`config.mk`:
```
export PLATFORM = sky130hd
export DESIGN_NAME = datapath_ctrl
export DESIGN_NICKNAME = d
export VERILOG_FILES = /design/src/rtl/dp_ctrl_pkg.sv /design/src/rtl/datapath_ctrl_instr_fifo.sv /design/src/rtl/datapath_ctrl.sv
export SDC_FILE = /design/constraint.sdc
export NUM_CORES = 1
export LEC_CHECK = 0
export ABC_AREA = 1
export BUFFER_PORTS_ARGS = -buffer_cell sky130_fd_sc_hd__buf_2
export CELL_PAD_IN_SITES_DETAIL_PLACEMENT = 1
export CELL_PAD_IN_SITES_GLOBAL_PLACEMENT = 2
export CORE_ASPECT_RATIO = 0.6
export CORE_MARGIN = 2
export CORE_UTILIZATION = 33
export CTS_CLUSTER_DIAMETER = 30
export DETAILED_ROUTE_END_ITERATION = 8
export HOLD_SLACK_MARGIN = 0.12
export MAX_ROUTING_LAYER = met4
export PLACE_DENSITY = 0.76
export SETUP_SLACK_MARGIN = 0.5
export SLEW_MARGIN = 20
export SYNTH_ARGS = -nofsm -noshare
export SYNTH_HDL_FRONTEND = slang
export SYNTH_SLANG_ARGS = --single-unit
```
`constraint.sdc`:
```
create_clock -name clk -period 2 [get_ports clk]
set_clock_uncertainty 0.2 [all_clocks]
set_input_delay 0.3 -clock clk [delete_from_list [all_inputs] [get_ports clk]]
set_output_delay 0.3 -clock clk [all_outputs]
set_load 0.01 [all_outputs]
```
`src/rtl/dp_ctrl_pkg.sv`:
```
// Shared types and constants for datapath_ctrl: opcodes, condition codes,
// FSM states and instruction field positions.
package dp_ctrl_pkg;

    localparam int unsigned INSTR_W = 11;

    localparam int unsigned OP_MSB   = 10;
    localparam int unsigned OP_LSB   = 8;
    localparam int unsigned RD_MSB   = 7;
    localparam int unsigned RD_LSB   = 6;
    localparam int unsigned RS1_MSB  = 5;
    localparam int unsigned RS1_LSB  = 4;
    localparam int unsigned RS2_MSB  = 3;
    localparam int unsigned RS2_LSB  = 2;
    localparam int unsigned COND_MSB = 1;
    localparam int unsigned COND_LSB = 0;

    localparam logic [2:0] OP_ADD = 3'b000;
    localparam logic [2:0] OP_SUB = 3'b001;
    localparam logic [2:0] OP_AND = 3'b010;
    localparam logic [2:0] OP_OR  = 3'b011;
    localparam logic [2:0] OP_XOR = 3'b100;
    localparam logic [2:0] OP_SLT = 3'b101;
    localparam logic [2:0] OP_SLL = 3'b110;
    localparam logic [2:0] OP_SRL = 3'b111;

    typedef enum logic [1:0] {
        COND_AL = 2'b00,
        COND_EQ = 2'b01,
        COND_NE = 2'b10,
        COND_NV = 2'b11
    } cond_e;

    typedef enum logic [1:0] {
        ST_IDLE = 2'b00,
        ST_LOAD = 2'b01,
        ST_EXEC = 2'b10
    } state_e;

    function automatic logic cond_pass(input cond_e cond, input logic fz, input logic fv);
        logic ok;
        case (cond)
            COND_AL: ok = 1'b1;
            COND_EQ: ok = fz;
            COND_NE: ok = !fz;
            COND_NV: ok = !fv;
            default: ok = 1'b1;
        endcase
        return ok;
    endfunction

endpackage

```
`src/rtl/datapath_ctrl_instr_fifo.sv`:
```
// instr_fifo: power-of-two circular instruction buffer with a registered
// full flag, so a push is decided purely from occupancy at the clock edge.
module instr_fifo #(
    parameter int unsigned DEPTH = 4,
    parameter int unsigned WIDTH = 11
) (
    input  logic             clk,
    input  logic             rst,
    input  logic             push,
    input  logic             pop,
    input  logic [WIDTH-1:0] din,
    output logic [WIDTH-1:0] dout,
    output logic             full,
    output logic             empty
);

    localparam int unsigned AW = $clog2(DEPTH);
    localparam int unsigned CW = AW + 1;

    logic [WIDTH-1:0] mem_q [DEPTH];
    logic [AW-1:0]    wr_ptr_q, wr_ptr_d;
    logic [AW-1:0]    rd_ptr_q, rd_ptr_d;
    logic [CW-1:0]    count_q, count_d;
    logic             full_q, full_d;
    logic             do_push, do_pop;

    always_comb begin
        do_push  = push && !full_q;
        do_pop   = pop && (count_q != '0);
        wr_ptr_d = do_push ? wr_ptr_q + AW'(1) : wr_ptr_q;
        rd_ptr_d = do_pop  ? rd_ptr_q + AW'(1) : rd_ptr_q;
        count_d  = count_q;
        case ({do_push, do_pop})
            2'b10:   count_d = count_q + CW'(1);
            2'b01:   count_d = count_q - CW'(1);
            default: count_d = count_q;
        endcase
        full_d = (count_d == CW'(DEPTH));
    end

    // full is held high during reset so nothing is accepted before the
    // first edge after release.
    always_ff @(posedge clk or negedge rst) begin
        if (!rst) begin
            wr_ptr_q <= '0;
            rd_ptr_q <= '0;
            count_q  <= '0;
            full_q   <= 1'b1;
        end else begin
            wr_ptr_q <= wr_ptr_d;
            rd_ptr_q <= rd_ptr_d;
            count_q  <= count_d;
            full_q   <= full_d;
        end
    end

    always_ff @(posedge clk) begin
        if (do_push) begin
            mem_q[wr_ptr_q] <= din;
        end
    end

    assign dout  = mem_q[rd_ptr_q];
    assign full  = full_q;
    assign empty = (count_q == '0);

endmodule

```
`src/rtl/datapath_ctrl.sv`:
```
// datapath_ctrl: buffered IDLE/LOAD/EXEC sequencer driving ALU control and
// register-file ports. Conditional execution enabled by DATAPATH_CTRL_COND_EN.
module datapath_ctrl
    import dp_ctrl_pkg::*;
#(
    parameter int unsigned FIFO_DEPTH = 4
) (
    input  logic               clk,
    input  logic               rst,
    input  logic               instr_valid,
    output logic               instr_ready,
    input  logic [INSTR_W-1:0] instr,
    input  logic               Zero,
    input  logic               Overflow,
    output logic [2:0]         ALUControl,
    output logic [1:0]         addr1,
    output logic [1:0]         addr2,
    output logic [1:0]         addr3,
    output logic               wr,
    output logic               busy,
    output logic               done,
    output logic               skipped,
    output logic               flag_z,
    output logic               flag_v
);

    state_e             state_q, state_d;
    logic [INSTR_W-1:0] ir_q, ir_d;
    logic               flag_z_q, flag_z_d;
    logic               flag_v_q, flag_v_d;
    logic               done_q, done_d;
    logic               skipped_q, skipped_d;
    logic               cond_ok;

    logic               fifo_pop;
    logic               fifo_full;
    logic               fifo_empty;
    logic [INSTR_W-1:0] fifo_dout;

    instr_fifo #(
        .DEPTH (FIFO_DEPTH),
        .WIDTH (INSTR_W)
    ) u_fifo (
        .clk   (clk),
        .rst   (rst),
        .push  (instr_valid),
        .pop   (fifo_pop),
        .din   (instr),
        .dout  (fifo_dout),
        .full  (fifo_full),
        .empty (fifo_empty)
    );

`ifdef DATAPATH_CTRL_COND_EN
    assign cond_ok = cond_pass(cond_e'(ir_q[COND_MSB:COND_LSB]), flag_z_q, flag_v_q);
`else
    logic cond_unused;
    assign cond_unused = ^ir_q[COND_MSB:COND_LSB];
    assign cond_ok     = 1'b1;
`endif

    always_comb begin
        state_d   = state_q;
        ir_d      = ir_q;
        flag_z_d  = flag_z_q;
        flag_v_d  = flag_v_q;
        done_d    = 1'b0;
        skipped_d = 1'b0;
        fifo_pop  = 1'b0;
        wr        = 1'b0;
        case (state_q)
            ST_IDLE: begin
                if (!fifo_empty) begin
                    fifo_pop = 1'b1;
                    ir_d     = fifo_dout;
                    state_d  = ST_LOAD;
                end
            end
            ST_LOAD: state_d = ST_EXEC;
            ST_EXEC: begin
                // cond_ok sees the flags as they stood on entry; the update lands at exit.
                wr = cond_ok;
                if (cond_ok) begin
                    flag_z_d = Zero;
                    flag_v_d = Overflow;
                    done_d   = 1'b1;
                end else begin
                    skipped_d = 1'b1;
                end
                state_d = ST_IDLE;
            end
            default: state_d = ST_IDLE;
        endcase
    end

    always_ff @(posedge clk or negedge rst) begin
        if (!rst) begin
            state_q   <= ST_IDLE;
            ir_q      <= '0;
            flag_z_q  <= 1'b0;
            flag_v_q  <= 1'b0;
            done_q    <= 1'b0;
            skipped_q <= 1'b0;
        end else begin
            state_q   <= state_d;
            ir_q      <= ir_d;
            flag_z_q  <= flag_z_d;
            flag_v_q  <= flag_v_d;
            done_q    <= done_d;
            skipped_q <= skipped_d;
        end
    end

    assign ALUControl  = ir_q[OP_MSB:OP_LSB];
    assign addr1       = ir_q[RS1_MSB:RS1_LSB];
    assign addr2       = ir_q[RS2_MSB:RS2_LSB];
    assign addr3       = ir_q[RD_MSB:RD_LSB];
    assign instr_ready = !fifo_full;
    assign busy        = (state_q != ST_IDLE) || !fifo_empty;
    assign done        = done_q;
    assign skipped     = skipped_q;
    assign flag_z      = flag_z_q;
    assign flag_v      = flag_v_q;

endmodule

```
==> flow_summary.json, run 1 <==
{
  "leakage_nw": 1.53,
  "drtIter0Drc": 58,
  "synth_largest_area_cell": "edfxtp_1",
  "drive_gt1_share_pct": 37.2,
  "cts_sinks": 58,
  "start_util_pct": 33.8,
  "drc_errors": 0,
  "worst_pin_slew_ps": 552,
  "grt_overflow": 0,
  "power_density_nw_per_um2": 1630,
  "ys_ff_latch": 58,
  "r2r-start": "state_q[0]$_DFFE_PN0P_",
  "syn_area_sq_um": 2440,
  "hold_path.class": "flip-flop to flip-flop",
  "path_cells": "nor2_4, nand2_2, inv_2, ha_4, inv_4, fa_1, nand2_1, o21ai_2, nand3_2, a21oi_2",
  "fin_area_sq_um": 3440,
  "drv_cap": 0,
  "syn-num-nets": 243,
  "routed_wl_microns": 5880,
  "status": "complete, but fails checks",
  "worstSetupPathType": "flip-flop to flip-flop",
  "regToRegEndpoint": "u_fifo.full$_DFF_PN1_",
  "syn_area_per_cell_sq_um": 11.0,
  "grt_pass1_vias": 1791,
  "first_pass_iters": 4,
  "max_stage_delay_ps": 470,
  "dpl_worst_slack_ps": -93.5,
  "die_x_microns": 115,
  "seq_area_frac_synth_pct": 67.0,
  "rsz0062_at_grt": "true",
  "reg2regPathDepth": 10,
  "finalSetupViolCount": 1,
  "antenna_cells": 0,
  "htree_levels": 3,
  "dp_hpwl_microns": 3510,
  "grt_pass1_wl_microns": 9140,
  "syn_inst": 221,
  "cp.depth": 10,
  "crit_buf_inv": 2,
  "grt_max_degree": 23,
  "slowest_stage": "fa_1",
  "pin_count": 32,
  "root_buffer": "clkbuf_16",
  "p_total_mw": 5.63,
  "grt_usage_pct": 16.2,
  "worstPathArrival_ps": 2070,
  "rrSetupSlack_ps": -2,
  "io_buffer_count": 28,
  "synth.area.top_cells": "edfxtp_1 44%, dfrtp_1 22%, nand2_1 11%",
  "nets": 321,
  "hold_viol": 0,
  "core_sq_um": 7210,
  "setup.worst_path.end_class": "flip-flop",
  "row_count": 24,
  "yosys.area.top_type_share_pct": 44.3,
  "slew_viol_final": 0,
  "cts_tree": "built",
  "cp.required_ps": 2060,
  "finalCritPeriodShare_pct": 100,
  "placed_cell_area_sq_um": 2740,
  "worstSetupStartpointType": "flip-flop",
  "ys_types": 23,
  "antenna_found_initial": 0,
  "yosys_warnings": 0,
  "worstSetupStartpoint": "state_q[0]$_DFFE_PN0P_",
  "area_growth_syn_to_layout_pct": 41.2,
  "cts_buffer_depth": 2,
  "place.gp.congestion": 0.742,
  "fmax_ghz": 0.499,
  "viasPerCell": 4.35,
  "ant_nets": 0,
  "clk_pin_slew_ps": 50,
  "period_needed_ps": 2000,
  "crit_end": "u_fifo.full$_DFF_PN1_",
  "numCtsBuffers": 9,
  "clk_latency_ps": 330,
  "critical_path.top_delay_family": "adder cells",
  "fin_ws_ps": -2.26,
  "via_count": 1718,
  "crit_fanout": 2,
  "setup_tns_ps": -2.26,
  "violations": "negative setup slack",
  "relSlewSlack_pct": 63.2,
  "ir_drop_mv": 0.766,
  "die_area_sq_um": 8120,
  "die_y_microns": 70.6,
  "routedWlPerCell_microns": 14.9,
  "postLayoutCoreUtil_pct": 47.8
}
[cells in the final DEF, fill, tap and decap left out, types with 8 or more instances in the layout]
cell type	netlist	routed
nand2_1	70	68
edfxtp_1	36	36
buf_2	1	26
dfrtp_1	21	20
buf_6	3	17
buf_4	2	17
dlygate4sd3_1	0	12
nand2_2	10	11
nor2_1	17	11
o21ai_1	11	11
inv_2	8	10
clkbuf_16	0	9
inv_1	12	8
o21ai_0	9	8
[through the flow]
stage / instances / hold slack (ps)
floorplan: 221 / -196
global placement: 346 / 122
detailed placement: 346 / 130
CTS: 385 / 264
global route: 395 / 293
finish: 395 / 271
[worst min-delay path, delay by kind of cell (launching register included)]
| kind | cells | cell delay, ps |
|---|---|---|
| flip-flops | 1 | 330 |
| AND/OR/NAND/NOR | 2 | 100 |
[area by class of cell]
type                    count  area (sq um)
flip-flops and latches     58          1630
multi-input cells         134           721
clock inverters             5          22.5
repair buffers             75           629
inverters                  21          90.1
fillers                   792          3760
well taps                  91           114
clock buffers              11           233
[report_power, final]
group	internal (mW)	total, mW	switching [mW]
registers	1.66	1.87	0.203
clock network	0.819	1.32	0.499
logic	1.06	2.44	1.38
total	3.54	5.63	2.08
[cells by family after synthesis]
group | synth area share, %
xor+xnor | 0.718
fa+ha+maj | 3.39
compound gates | 4.51
flops | 67.0
simple gates | 17.3
other cells | 0.154
buf+inv | 6.98
[flip-flops by register name, summed over array words and instances, names as in the netlist]
signal and cells:
u_fifo.mem_q 36, done 1, flag_v 1, u_fifo.count_q 3, state_q 2, u_fifo.wr_ptr_q 2, ir_q 9, u_fifo.full 1
u_fifo.rd_ptr_q 2, flag_z 1
[worst min path at each step]
stage | start | end | slack, ps | depth (start not counted)
2_1_floorplan | rst | done$_DFF_PN0_ | -200 | 0
3_3_place_gp | rst | ir_q[9]$_DFFE_PN0P_ | 120 | 1
3_5_place_dp | rst | ir_q[6]$_DFFE_PN0P_ | 130 | 1
4_1_cts | instr_valid | u_fifo.count_q[0]$_DFF_PN0_ | 260 | 5
5_1_grt | ir_q[3]$_DFFE_PN0P_ | ir_q[3]$_DFFE_PN0P_ | 290 | 2
6_report | ir_q[9]$_DFFE_PN0P_ | ir_q[9]$_DFFE_PN0P_ | 270 | 2
[metal layers]
layer / track usage, % / up-vias / part of all wire, %
met5: - / - / 0
met4: 5.22 / 0 / 1.2
met3: 7.46 / 10 / 4.8
met2: 25.0 / 31 / 46
met1: 19.1 / 813 / 48
li1: - / 864 / -
[what timing repair did]
item | 4_1_cts | 5_1_grt
gates cloned | 2 | 0
hold buffers | 12 | 0
buffers inserted | 9 | 10
pin swaps | 8 | 5
endpoints found under the hold margin | 59 | 0
gates resized for setup | 26 | 16
endpoints found under the setup margin | 42 | 52
[cell usage after synthesis]
cell type       count
nand4_1             2
inv_6               1
buf_2               1
conb_1              1
inv_1              12
nand2_1            70
a21oi_1             2
nand2_2            10
dfrtp_1            21
inv_2               8
o21ai_1            11
dlymetal6s2s_1      1
buf_12              1
o21ai_0             9
nand3_1             4
ha_1                5
xor2_1              2
buf_6               3
buf_4               2
edfxtp_1           36
dfstp_2             1
nor2_1             17
fa_1                1
Note: power is estimated with default switching activity, not from simulation.
==> run 2: changes to the inputs <==
--- a/config.mk
+++ b/config.mk
@@ -17,6 +17,7 @@
 export HOLD_SLACK_MARGIN = 0.12
 export MAX_ROUTING_LAYER = met4
 export PLACE_DENSITY = 0.76
+export RECOVER_POWER = 100
 export SETUP_SLACK_MARGIN = 0.5
 export SLEW_MARGIN = 20
 export SYNTH_ARGS = -nofsm -noshare
==> constraint.sdc (replaced) <==
create_clock -name clk -period 2 [get_ports clk]
set_clock_uncertainty 0.2 [all_clocks]
set_input_delay 0.4 -clock clk [delete_from_list [all_inputs] [get_ports clk]]
set_output_delay 0.4 -clock clk [all_outputs]
set_load 0.01 [all_outputs]
==> run 2 against run 1 <==
  * Utilization rose by 0.052 points
  * Non-clock buffer count shrank 4
  * Global-route usage is 0.26 points lower
  * Routed wire length decreased by 3.6%
  * Count of clock-buffer cells in the layout up 1
  * The flow now finishes without violations
  * Highest routed layer unchanged
  * Die area is the same
  * Largest cell class unchanged
  * Worst hold slack got worse by 0.53 ps
==> flow_summary.json, run 2 (synthesized netlist as in run 1, its figures left out) <==
{
  "finalCritPeriodShare_pct": 99.2,
  "placed_cells": 347,
  "htree_levels": 3,
  "grt_overflow": 0,
  "largest_register_ffs": 36,
  "antenna_cells": 0,
  "seqCellArea_sq_um": 1630,
  "multi_input_area_sq_um": 728,
  "min_from": "ir_q[6]$_DFFE_PN0P_",
  "numCtsBuffers": 9,
  "pin_count": 32,
  "r2r-start": "state_q[0]$_DFFE_PN0P_",
  "ant_nets": 0,
  "reg2regPathDepth": 10,
  "slew_viol_final": 0,
  "met1Wirelength_microns": 2690,
  "worstSetupPathType": "flip-flop to output port",
  "io_buffer_count": 28,
  "drc_errors": 0,
  "die_y_microns": 70.6,
  "relSlewSlack_pct": 61.3,
  "fill_cells": 792,
  "drv_cap": 0,
  "mostFrequentLayoutCell": "nand2_1",
  "max_stage_delay_ps": 360,
  "p_total_mw": 6.03,
  "drive_gt1_share_pct": 33.7,
  "placed_cell_area_sq_um": 2750,
  "grt_usage_pct": 16.0,
  "place.gp.congestion": 0.796,
  "leakage_nw": 1.50,
  "regToRegEndpoint": "u_fifo.full$_DFF_PN1_",
  "clk_pin_slew_ps": 50,
  "dr_wl_met2_microns": 2580,
  "grt_pass1_vias": 1849,
  "power_density_nw_per_um2": 1750,
  "worstSetupStartpointType": "flip-flop",
  "hold_end": "ir_q[6]$_DFFE_PN0P_",
  "drtIter0Drc": 55,
  "rrSetupSlack_ps": 30,
  "cts_tree": "built",
  "critical_path.top_delay_family": "buffers and inverters",
  "start_util_pct": 33.8,
  "hold_viol": 0,
  "rsz0062_at_grt": "true",
  "cp.depth": 5,
  "worstSetupStartpoint": "state_q[1]$_DFFE_PN0P_",
  "viasPerCell": 4.54,
  "instances_no_fill": 391,
  "fmax_ghz": 0.504,
  "area_growth_syn_to_layout_pct": 41.4,
  "row_count": 24,
  "hold_path.class": "flip-flop to flip-flop",
  "cts_buffer_depth": 2,
  "setup.worst_path.end_class": "output port",
  "period_needed_ps": 1980,
  "die_area_sq_um": 8120,
  "finalSetupViolCount": 0,
  "via_count": 1774,
  "crit_fanout": 2,
  "path_cells": "clkdlybuf4s25_1, clkbuf_1, inv_4, nor2_4, buf_6",
  "first_pass_iters": 4,
  "status": "finished clean",
  "wl_met3_microns": 286,
  "min_path_cells": 2,
  "ir_drop_mv": 0.711,
  "cp.required_ps": 1400,
  "fin_area_sq_um": 3450,
  "nets": 317,
  "postLayoutCoreUtil_pct": 47.8,
  "clk_latency_ps": 330,
  "routed_wl_microns": 5660,
  "dp_hpwl_microns": 3370,
  "core_sq_um": 7210,
  "antenna_found_initial": 0,
  "routedWlPerCell_microns": 14.5,
  "setup_tns_ps": 0,
  "slowest_stage": "dfrtp_1",
  "worst_pin_slew_ps": 580,
  "final_cell_mix": "66 x nand2_1, 36 x edfxtp_1, 20 x dfrtp_1, 16 x buf_2, 15 x clkbuf_1",
  "die_x_microns": 115,
  "grt_pass1_wl_microns": 9100,
  "grt_max_degree": 23,
  "top_register": "u_fifo.mem_q",
  "root_buffer": "clkbuf_16",
  "crit_buf_inv": 4,
  "reg_top3": "u_fifo.mem_q x36, ir_q x9, u_fifo.count_q x3",
  "cts_sinks": 58,
  "dr.max_layer_used": "met4",
  "worstPathArrival_ps": 1380
}
run 2: cell types whose count changed in the layout (fill, tap and decap cells not counted), moves of 2 or more:
cell	delta
nor2_2	+3
buf_2	-10
bufinv_16	+3
buf_6	-5
buf_12	-2
clkbuf_1	+13
buf_4	-3
clkinv_1	-2
clkinv_2	-3
nor2_4	-3
nand2_1	-2
run 2: timing repair:
item,4_1_cts,5_1_grt
endpoints found under the hold margin,59,0
resized for setup,22,27
buffers inserted,6,6
hold buffers,12,0
cloned,2,2
endpoints found under the setup margin,42,51
pin swaps,4,5
run 2: final cells by class:
cell class                 count  area share [%]
sequential                    58            47.4
inverter                      21            2.72
clock buffer                  12            7.15
multi-input combinational    134            21.1
clock inverter                 4            2.87
timing repair buffer          71            15.4
tap                           91            3.30
run 2: where the power goes:
part | total, mW | switching (mW) | leakage (nW) | internal [mW]
Combinational | 2.41 | 1.39 | 0.739 | 1.02
Clock | 1.75 | 0.504 | 0.167 | 1.25
Sequential | 1.86 | 0.199 | 0.595 | 1.66
Total | 6.03 | 2.09 | 1.50 | 3.94
run 2: how the worst max path moves through the flow:
stage / end / slack, ps
detailed placement: u_fifo.full$_DFF_PN1_ / -50
global placement: u_fifo.full$_DFF_PN1_ / -8
CTS: u_fifo.full$_DFF_PN1_ / 20
floorplan: u_fifo.full$_DFF_PN1_ / 20
global route: u_fifo.full$_DFF_PN1_ / -100
finish: wr / 20
run 2: per-layer routing:
layer / global-route usage (%) / vias to the layer above
met5: - / -
met1: 19.1 / 862
li1: - / 862
met4: 6.43 / 0
met3: 6.77 / 11
met2: 24.1 / 39
run 2: tightest hold or removal path: cells and delay by family (launching register included):
family	cells	cell delay [ps]
flip-flops	1	330
AND/OR/NAND/NOR	2	100
run 2: per-stage QoR:
step                      hold WS, ps  worst slack [ps]
after floorplan                 -95.6              21.1
after global placement            208             -7.73
after detailed placement          210             -50.3
after CTS                         276              22.2
after global routing              294             -98.5
final                             270              16.3
==> run 3: changes to the inputs <==
--- a/config.mk
+++ b/config.mk
@@ -11,12 +11,13 @@
 export CELL_PAD_IN_SITES_GLOBAL_PLACEMENT = 2
 export CORE_ASPECT_RATIO = 0.6
 export CORE_MARGIN = 2
-export CORE_UTILIZATION = 33
+export CORE_UTILIZATION = 35
+export CTS_BUF_LIST = sky130_fd_sc_hd__clkbuf_4
 export CTS_CLUSTER_DIAMETER = 30
 export DETAILED_ROUTE_END_ITERATION = 8
 export HOLD_SLACK_MARGIN = 0.12
 export MAX_ROUTING_LAYER = met4
-export PLACE_DENSITY = 0.76
+export PLACE_DENSITY = 0.79
 export RECOVER_POWER = 100
 export SETUP_SLACK_MARGIN = 0.5
 export SLEW_MARGIN = 20
==> run 3 against run 2 <==
  * Global-route usage is essentially flat
  * Highest routed layer unchanged
  * Routed wire length grew 4.3%
  * Register-to-register slack lost 30 ps
  * Utilization grew 1.6 points
  * Cell count grew 0.77%
  * Sequential share of layout area grew 1.9 points
  * Cell area shrank 3.8%
  * Total power shrank 11%
  * Sequential power is essentially flat
  * The flow now finishes with violations (negative setup slack)
==> flow_summary.json, run 3 (synthesized netlist as in run 1, its figures left out) <==
{
  "status": "complete, but fails checks",
  "violations": "negative setup slack",
  "routedWlPerCell_microns": 15.0,
  "power_frac_comb_pct": 48.1,
  "dp_hpwl_microns": 3640,
  "worstSetupPathType": "flip-flop to flip-flop",
  "routed_wl_microns": 5910,
  "placed_cells": 344,
  "critical_path.top_delay_family": "adder cells",
  "worst_pin_slew_ps": 1220,
  "sequentialPowerShare_pct": 34.4,
  "io_buffer_count": 28,
  "cts_sinks": 58,
  "min_path_cells": 2,
  "crit_buf_inv": 2,
  "path_cells": "nor2_2, nand2_2, inv_2, ha_4, inv_2, fa_1, nand2_1, o21ai_2, nand3_2, a21oi_2",
  "fill_cells": 741,
  "grt_pass1_wl_microns": 8650,
  "ant_nets": 0,
  "die_x_microns": 112,
  "cp.required_ps": 2130,
  "pin_count": 32,
  "cp.depth": 10,
  "instances_no_fill": 394,
  "clk_latency_ps": 410,
  "root_buffer": "clkbuf_4",
  "power_density_nw_per_um2": 1610,
  "nets": 324,
  "worstSetupStartpointType": "flip-flop",
  "htree_levels": 3,
  "switching_share_pct": 38.7,
  "die_area_sq_um": 7670,
  "drv_cap": 0,
  "mostFrequentLayoutCell": "nand2_1",
  "finalSetupViolCount": 1,
  "finalCritPeriodShare_pct": 100,
  "rsz0062_at_grt": "true",
  "relSlewSlack_pct": 18.6,
  "drive_gt1_share_pct": 36.5,
  "grt_pass1_vias": 1782,
  "grt_overflow": 0,
  "antenna_cells": 0,
  "row_count": 23,
  "grt_usage_pct": 16.0,
  "place.gp.congestion": 0.731,
  "drc_errors": 0,
  "reg2regPathDepth": 10,
  "crit_fanout": 2,
  "p_total_mw": 5.35,
  "multi_input_area_sq_um": 747,
  "grt_max_degree": 23,
  "die_y_microns": 68.7,
  "fmax_ghz": 0.499,
  "leakage_nw": 1.45,
  "largest_register_ffs": 36,
  "fin_ws_ps": -3.79,
  "setup.worst_path.end_class": "flip-flop",
  "period_needed_ps": 2000,
  "first_pass_iters": 4,
  "hold_viol": 0,
  "slew_viol_final": 0,
  "worstPathArrival_ps": 2130,
  "p_int_mw": 3.28,
  "reg_top3": "u_fifo.mem_q x36, ir_q x9, u_fifo.count_q x3",
  "hold_path.class": "flip-flop to flip-flop",
  "ir_drop_mv": 0.575,
  "slowest_stage": "fa_1",
  "p_clk_share_pct": 17.6,
  "switchingPower_mw": 2.07,
  "clk_pin_slew_ps": 110,
  "cts_buffer_depth": 2,
  "start_util_pct": 36.4,
  "numCtsBuffers": 9,
  "via_count": 1806,
  "area_growth_syn_to_layout_pct": 36.0,
  "antenna_found_initial": 0,
  "top_register": "u_fifo.mem_q",
  "viasPerCell": 4.58,
  "dpl_worst_slack_ps": -37.1,
  "final_cell_mix": "67 x nand2_1, 36 x edfxtp_1, 26 x buf_4, 20 x dfrtp_1, 14 x buf_2",
  "crit_top_cell": "inv_2",
  "max_stage_delay_ps": 470,
  "core_sq_um": 6710,
  "seqCellArea_sq_um": 1630,
  "drtIter0Drc": 72,
  "cts_tree": "built"
}
==> run 3: cell types whose count changed in the layout (fill, tap and decap cells not counted), sizes merged <==
cell / delta
clkbuf: -4
clkdlybuf4s25: -1
clkinvlp: +1
buf: +10
clkinv: +2
bufinv: -1
==> run 3: timing repair <==
item | 4_1_cts | 5_1_grt
endpoints found under the hold margin | 60 | 0
setup buffers | 10 | 8
hold buffers | 12 | 0
cloned | 1 | 3
endpoints found under the setup margin | 53 | 52
pin swaps | 6 | 8
resized for setup | 19 | 35
==> run 3: metal layers <==
metal	share of wire [%]	track usage (%)	up-vias	routed length [microns]
met2	47	25.0	29	2760
met5	0	-	-	0
met1	48	20.0	895	2860
li1	-	-	876	-
met4	0.51	5.09	0	30
met3	4.4	5.33	6	257
==> run 3: worst reg2reg max path: stages (launching register included) <==
cell     delay [ps]
dfrtp_1         420
nor2_2          130
nand2_2          70
inv_2            80
ha_4            130
inv_2            40
fa_1            470
nand2_1          60
o21ai_2          90
nand3_2          90
a21oi_2         130
==> run 3: path summary, 6_finish.rpt <==
path                                        start  slack (ps)                             end
min                            flag_z$_DFFE_PN0P_         290              flag_z$_DFFE_PN0P_
min reg2reg                    flag_z$_DFFE_PN0P_         290              flag_z$_DFFE_PN0P_
max in group asynchronous                     rst         220  u_fifo.rd_ptr_q[0]$_DFFE_PN0N_
min in group asynchronous                     rst         560              flag_z$_DFFE_PN0P_
max reg2reg                state_q[1]$_DFFE_PN0P_          -4           u_fifo.full$_DFF_PN1_
max                        state_q[1]$_DFFE_PN0P_          -4           u_fifo.full$_DFF_PN1_
==> run 3: power groups by stage <==
stage	Clock, mW	Combinational, mW	Sequential, mW
6_report	0.940	2.57	1.84
2_1_floorplan	0	1.29	1.87
3_3_place_gp	0	1.86	1.85
3_5_place_dp	0	1.93	1.86
4_1_cts	0.970	2.28	1.83
5_1_grt	1.02	2.88	1.87
==> run 3: through the flow <==
stage                     setup TNS [ps]  hold WS [ps]  cell area (sq um)  util (%)
after floorplan                        0         -95.6               2460         -
after global placement             -1.67           207               2740      40.8
after detailed placement           -37.1           200               2740      40.8
after CTS                          -4.41           206               3160      47.2
after global routing                -251           302               3320      49.4
final                              -3.79           287               3320      49.4
==> run 3: area by class of cell <==
type / instances / share of cell area (%)
Sequential cell: 58 / 49.3
Timing Repair Buffer: 78 / 17.5
Multi-Input combinational cell: 134 / 22.5
Tap cell: 87 / 3.28
Clock inverter: 6 / 2.45
Inverter: 21 / 2.68
Clock buffer: 10 / 2.26
